File: src/rtl/key_load_ctrl_if.sv
// Bit-serial valid/ready link carrying key bits (MSB first, then parity)
// from the test/unlock side into the key-load controller.
interface key_load_ctrl_if;
  logic key_bit;
  logic key_bit_valid;
  logic key_bit_ready;

  // Unlock side drives data/valid and observes ready.
  modport master (
    output key_bit,
    output key_bit_valid,
    input  key_bit_ready
  );

  // Controller side consumes data/valid and drives ready.
  modport slave (
    input  key_bit,
    input  key_bit_valid,
    output key_bit_ready
  );
endinterface

File: src/rtl/key_load_ctrl.sv
// Serial key-load sequencer for a logic-locked core. Shifts in KEY_WIDTH key
// bits plus one even-parity bit, commits the key only after the parity bit
// checks out, and only then raises the core's DFF enable.
module key_load_ctrl #(
  parameter int KEY_WIDTH = 32
) (
  input  logic                 CK,
  input  logic                 RST,
  key_load_ctrl_if.slave       bus,
  input  logic                 load_start,
  input  logic                 load_abort,
  output logic [KEY_WIDTH-1:0] key,
  output logic                 key_valid,
  output logic                 core_en,
  output logic                 busy,
  output logic                 load_err
);

  localparam int CNT_W = $clog2(KEY_WIDTH);
  localparam logic [CNT_W-1:0] LAST = CNT_W'(KEY_WIDTH - 1);

  typedef enum logic [2:0] {
    IDLE,
    LOAD,
    PARITY,
    ARMED,
    ERROR
  } state_t;

  state_t               state;
  logic [KEY_WIDTH-1:0] shreg;
  logic [CNT_W-1:0]     cnt;
  logic                 par;
  logic                 ready;
  logic                 accept;

  assign bus.key_bit_ready = ready;
  assign accept            = bus.key_bit_valid & ready;

  // Frame sequencer: all outputs are registered and follow the next state,
  // so key never shows partially shifted bits and core_en tracks key_valid.
  always_ff @(posedge CK or posedge RST) begin
    if (RST) begin
      state     <= IDLE;
      key       <= '0;
      key_valid <= 1'b0;
      core_en   <= 1'b0;
      ready     <= 1'b0;
      busy      <= 1'b0;
      load_err  <= 1'b0;
      shreg     <= '0;
      cnt       <= '0;
      par       <= 1'b0;
    end else if (load_start) begin
      // Restart from any state: drop whatever key or partial frame was held.
      state     <= LOAD;
      key       <= '0;
      key_valid <= 1'b0;
      core_en   <= 1'b0;
      load_err  <= 1'b0;
      shreg     <= '0;
      cnt       <= '0;
      par       <= 1'b0;
      ready     <= 1'b1;
      busy      <= 1'b1;
    end else begin
      case (state)
        LOAD, PARITY: begin
          if (load_abort) begin
            // Abandon the frame; key is already 0 and load_err is left alone.
            state <= IDLE;
            ready <= 1'b0;
            busy  <= 1'b0;
            shreg <= '0;
            cnt   <= '0;
            par   <= 1'b0;
          end else if (accept) begin
            if (state == LOAD) begin
              shreg <= {shreg[KEY_WIDTH-2:0], bus.key_bit};
              par   <= par ^ bus.key_bit;
              if (cnt == LAST) begin
                // Counter parks on the last index instead of wrapping.
                state <= PARITY;
              end else begin
                cnt <= cnt + 1'b1;
              end
            end else begin
              ready <= 1'b0;
              busy  <= 1'b0;
              if (bus.key_bit == par) begin
                // Even total parity: commit key and enable the core together.
                state     <= ARMED;
                key       <= shreg;
                key_valid <= 1'b1;
                core_en   <= 1'b1;
              end else begin
                state     <= ERROR;
                key       <= '0;
                key_valid <= 1'b0;
                core_en   <= 1'b0;
                load_err  <= 1'b1;
              end
            end
          end
        end
        default: begin
          // IDLE, ARMED and ERROR hold until the next load_start.
        end
      endcase
    end
  end

endmodule

File: src/flat_wrapper.sv
// flat-port wrapper written by rule: the top's interface ports become plain ports
module key_load_ctrl_flat 
#(
  parameter int KEY_WIDTH = 32
)
  (CK, RST, load_start, load_abort, key, key_valid, core_en, busy, load_err, bus_key_bit, bus_key_bit_valid, bus_key_bit_ready);
  key_load_ctrl_if bus_i ();
  input  logic CK;
  input  logic RST;
  input  logic load_start;
  input  logic load_abort;
  output logic [KEY_WIDTH-1:0] key;
  output logic key_valid;
  output logic core_en;
  output logic busy;
  output logic load_err;
  input wire logic [$bits(bus_i.key_bit)-1:0] bus_key_bit;
  input wire logic [$bits(bus_i.key_bit_valid)-1:0] bus_key_bit_valid;
  output wire logic [$bits(bus_i.key_bit_ready)-1:0] bus_key_bit_ready;
  assign bus_i.key_bit = bus_key_bit;
  assign bus_i.key_bit_valid = bus_key_bit_valid;
  assign bus_key_bit_ready = bus_i.key_bit_ready;
  key_load_ctrl #(.KEY_WIDTH(KEY_WIDTH)) u_core (.CK(CK), .RST(RST), .bus(bus_i), .load_start(load_start), .load_abort(load_abort), .key(key), .key_valid(key_valid), .core_en(core_en), .busy(busy), .load_err(load_err));
endmodule
File: config.mk
export PLATFORM = sky130hd
export DESIGN_NAME = key_load_ctrl_flat
export DESIGN_NICKNAME = d
export VERILOG_FILES = /design/src/rtl/key_load_ctrl_if.sv /design/src/rtl/key_load_ctrl.sv /design/src/flat_wrapper.sv
export SDC_FILE = /design/constraint.sdc
export NUM_CORES = 1
export LEC_CHECK = 0
export BUFFER_PORTS_ARGS = -buffer_cell sky130_fd_sc_hd__buf_2
export CORE_MARGIN = 2
export CORE_UTILIZATION = 30
export CTS_BUF_LIST = sky130_fd_sc_hd__clkbuf_8 sky130_fd_sc_hd__clkbuf_16
export CTS_CLUSTER_DIAMETER = 150
export DETAILED_ROUTE_END_ITERATION = 10
export GPL_ROUTABILITY_DRIVEN = 0
export GPL_TIMING_DRIVEN = 0
export HOLD_SLACK_MARGIN = 0.05
export PLACE_DENSITY = 0.55
export SLEW_MARGIN = 15
export SYNTH_ARGS = -nofsm -noshare
export SYNTH_HDL_FRONTEND = slang
export SYNTH_SLANG_ARGS = --single-unit
File: constraint.sdc
create_clock -name CK -period 2.71 [get_ports CK]
set_input_delay 0.4065 -clock CK [delete_from_list [all_inputs] [get_ports CK]]
set_output_delay 0.4065 -clock CK [all_outputs]
set_load 0.03 [all_outputs]
# ---- Word level (Yosys, flattened, before mapping)
# Cells that the tools add are included.
dict set report word_totals {
  latchBits 0
  rom_bits 0
  n_memories 0
  regBits 76
  mem_bits_rw 0
  input_bits 6
  output_inout_bits 37
}
dict set report op_classes {
  muxes 46
  add_sub_neg 1
  reduce_logical 11
  n_div 0
  eq_ne 10
  n_shift 0
  magnitude_cmp 0
  n_bitwise 2
  mul 0
}
# cell count
set op_table {}
lappend op_table {{$mux 32} 11}
lappend op_table {{$mux 5} 6}
lappend op_table {{$mux 1} 22}
lappend op_table {{$mux 3} 7}
lappend op_table {{$reduce_and 3->1} 3}
lappend op_table {{$reduce_and 4->1} 2}
lappend op_table {{$ne 2x2->1 const B} 3}
lappend op_table {{$ne 3x3->1 const B} 2}
lappend op_table {{$reduce_bool 3->1} 2}
lappend op_table {{$add 5x1->5 const B} 1}
lappend op_table {{$eq 5x5->1 const B} 1}
lappend op_table {{$reduce_and 5->1} 1}
lappend op_table {{$ne 4x4->1 const B} 1}
lappend op_table {{$reduce_bool 2->1} 2}
lappend op_table {{$eq 3x1->1 const B} 1}
lappend op_table {{$eq 3x2->1 const B} 1}
lappend op_table {{$reduce_or 2->1} 1}
lappend op_table {{$and 1x1->1} 1}
lappend op_table {{$eq 1x1->1} 1}
lappend op_table {{$xor 1x1->1} 1}

# ---- Logic depth before layout (Yosys ltp)
dict set report logic_depth {
  ltp_word 7
  ltp_mapped 7
  ltp_nobuf 7
}

# ---- Worst setup path before layout
# Ideal clock, no wire load.
dict set report synth_timing {
  kind {register -> register}
  startpoint {register u_core.cnt[0]}
  endpoint {register u_core.cnt[0]}
  setup_slack_ns 0.783
  t_arrival_ns 1.803
  setup_time_ns 0.125
  period_less_slack_ns 1.927
  required_ns 2.585
  path_stages_with_launch 7
  path_cell_list {dfrtp_1 > ha_1 > and3_1 > ha_1 > nor4b_2 > o21bai_1 > mux2_2}
}
dict set report synth_via {
  elab_chain_len 7
  elab_cells_between_ends 10
  classes_between {1 x add/sub; 2 x eq/ne; 6 x mux; 1 x reduce/logical}
}
# item line_no
set synth_rtl {}
lappend synth_rtl {{start, declared} key_load_ctrl.sv:32} ;# logic [CNT_W-1:0] cnt;
lappend synth_rtl {{start signal, assigned} key_load_ctrl.sv:85} ;# cnt <= cnt + 1'b1;
lappend synth_rtl {{$add 5x1->5} key_load_ctrl.sv:85}
lappend synth_rtl {{$mux 5} key_load_ctrl.sv:81} ;# if (cnt == LAST) begin
lappend synth_rtl {{$mux 5} key_load_ctrl.sv:78} ;# if (state == LOAD) begin
lappend synth_rtl {{$mux 5} key_load_ctrl.sv:77} ;# end else if (accept) begin
lappend synth_rtl {{$mux 5} key_load_ctrl.sv:69} ;# if (load_abort) begin
lappend synth_rtl {{$mux 5} key_load_ctrl.sv:67} ;# case (state)
lappend synth_rtl {{$mux 5} key_load_ctrl.sv:54} ;# end else if (load_start) begin
# Several ways; a longest one is shown, not always the timed one. The select of a mux whose other input is x is not followed.
# A chain may end at the register's enable or synchronous reset.

# ---- Worst setup path after layout
# Same ends and word-level chain as after synthesis.

==> results.cfg <==
[clock_network]
cts_tree = yes
cts_resized = 0
cts.sinks = 76
clkLatencyLatePin_ns = 0.33
hold_buffers = 0
cts_root_buffer = clkbuf_16
clkSlewWorstSetupHoldPaths_ns = 0.06
cts_setup_buffers = 0
cts_made_buffers = 9
ctsHtreeMaxLevel = 3
cts_buffer_depth = 2

[layout]
final_cells = 563
syn2layout_area_growth_pct = 21.2
fillers = 1167
drive_gt1_share_pct = 19.0
layout.nets = 423
diodes = 0
seq_area_sq_mm = 0.00190
multiInputGateArea_sq_mm = 0.00147
design_area_sq_mm = 0.00430

[synthesis]
synth_cells = 361
yosysWarnings = 0
yosysUniqueCellTypes = 37
avgSynthCellArea_sq_um = 9.84
syn_area_sq_mm = 0.00355
synth.largest_area_cell = dfrtp_1
synth_common_cells = 76 x dfrtp_1, 66 x nand2_1, 39 x a21oi_1
ys_seq_elements = 76
synth_ff_type = dfrtp_1
synth_edf_count = 0
async_flop_share_pct = 100
synth-seq-area-share_pct = 53.6
synth_area_leaders = dfrtp_1 54%, a41o_1 8.7%, nand2_1 7.0%, nand2b_1 5.8%, a21oi_1 5.5%
synth.top_cell.area_share_pct = 53.6
syn-num-nets = 369
synth_most_common_cell = dfrtp_1

[setup_path]
cp-start-kind = flip-flop
required_ns = 2.93
endpoint = u_core.cnt[0]$_DFFE_PP0P_
endpoint_kind = flip-flop
regToRegEndpoint = u_core.cnt[0]$_DFFE_PP0P_
reg2reg_from = u_core.cnt[0]$_DFFE_PP0P_
crit_fanout = 6
reg2reg_depth = 6
rrSetupSlack_ns = 0.59
path_class = flip-flop to flip-flop
crit_arrival_ns = 2.34
cp-startpoint = u_core.cnt[0]$_DFFE_PP0P_

[place]
dpl-instance-area_sq_mm = 0.00396
dp_hpwl_um = 5830
dp.cells = 547
dp_worst_setup_slack_ns = 0.597
portBuffers = 42

[route]
met3_length_um = 323
ant_nets = 0
vias = 2892
wirelength_um = 8670
met2_length_um = 3960
vias_per_cell = 5.14
routed.top_layer = met4
drt_iter0_drc = 150
wl_met1_um = 4320
firstDrtPassIters = 4
wl_per_cell_um = 15.4
drc = 0

[sta]
worst_pin_slew_ns = 0.540
whs_ns = 0.101
setup_viol = 0
drv_slew = 0
clock_skew_ns = 0.00608
final_min_period_over_clock_period_pct = 78.3
clock.fmax_mhz = 472
setup-tns-final_ns = 0
rsz0062_at_grt = false
hold_viol = 0
slew_headroom_pct = 64.0
fin_crit_ns = 2.12
fin_ws_ns = 0.589

[grt]
grt_max_degree = 42
grt_pass1_vias = 2946
antenna_found_initial = 0
grt.total_usage_pct = 14.4
overflow = 0
grt_pass1_wl_um = 14800

[floorplanning]
initial_core_util_pct = 31.0
die_w_um = 113
dieArea_sq_mm = 0.0127
core_area_sq_mm = 0.0115
rows = 39
die_h_um = 113
io_pins = 43

[power_and_ir_drop]
peakVddDrop_v = 0.000299
p_leak_nw = 2.18
cellPowerDensity_mw_per_mm2 = 643

[job]
drv_cap = 0

[outcome]
run_status = complete, no violations

[min_path]
hp-class = primary input to asynchronous set/reset pin
## kinds of logic (layout without fill, tap and decap cells)
group / Yosys count / count (layout) / synth area share, %
AO/OA/AOI/OAI: 124 / 124 / 23.1
XOR/XNOR: 2 / 2 / 0.493
adder cells (fa/ha/maj): 2 / 2 / 0.705
buffers and inverters: 36 / 95 / 5.07
flip-flops: 76 / 76 / 53.6
multiplexers: 2 / 2 / 0.634
AND/OR/NAND/NOR: 119 / 119 / 16.5
## power breakdown
| group | switching, mW | total (mW) | internal (mW) | leakage (nW) |
|---|---|---|---|---|
| sequential | 0.0131 | 1.16 | 1.14 | 1.05 |
| clock | 0.483 | 1.38 | 0.898 | 0.167 |
| combinational | 0.161 | 0.231 | 0.0697 | 0.960 |
## sequential cells by signal, summed over array words and instances, names as in the netlist
| register | count |
|---|---|
| u_core.shreg | 32 |
| u_core.state | 3 |
| u_core.key | 32 |
| u_core.par | 1 |
| u_core.cnt | 5 |
| u_core.busy | 1 |
| u_core.key_valid | 1 |
| u_core.load_err | 1 |
## worst min-delay path by stage
stage,endpoint,slack (ns)
3_3_place_gp,u_core.cnt[3]$_DFFE_PP0P_,0.46
4_1_cts,u_core.key[25]$_DFFE_PP0P_,0.12
6_report,u_core.key[25]$_DFFE_PP0P_,0.10
2_1_floorplan,u_core.cnt[3]$_DFFE_PP0P_,0.44
5_1_grt,u_core.key[25]$_DFFE_PP0P_,0.15
3_5_place_dp,u_core.cnt[3]$_DFFE_PP0P_,0.47
## placed cells by master, fill, tap and decap left out, drive strengths merged, types with 3 or more instances in the layout
cell / count
nand3: 3
o21ai: 38
nand2b: 33
buf: 57
bufinv: 3
a31oi: 3
a41o: 31
a21oi: 39
dfrtp: 76
nand2: 66
inv: 4
o31ai: 4
nor2: 6
clkbuf: 29
## layer usage
layer | GRT usage, % | vias up
met5 | 0 | -
met4 | 3.90 | 0
met3 | 3.86 | 6
met2 | 22.2 | 62
met1 | 20.1 | 1423
li1 | - | 1401
## cell type report
type	count	share of cell area [%]
Sequential cell	76	44.2
Tap cell	143	4.16
Timing Repair Buffer	43	5.35
Clock buffer	9	5.23
Inverter	2	0.233
Buffer	34	4.01
Clock inverter	7	2.68
Multi-Input combinational cell	249	34.1
## critical path, stage by stage, from the launching register on
cell and delay [ns]:
dfrtp_1 0.42, ha_1 0.24, and3_1 0.20, ha_1 0.22, nor4b_2 0.47, o21bai_1 0.17, mux2_2 0.29
## per-stage QoR
stage               utilization [%]  power [mW]
floorplan                         -        1.34
global placement               34.4        1.41
detailed placement             34.6        1.41
CTS                            37.5        2.80
global route                   37.5        2.86
finish                         37.5        2.77
(Power assumes the default switching activity.)
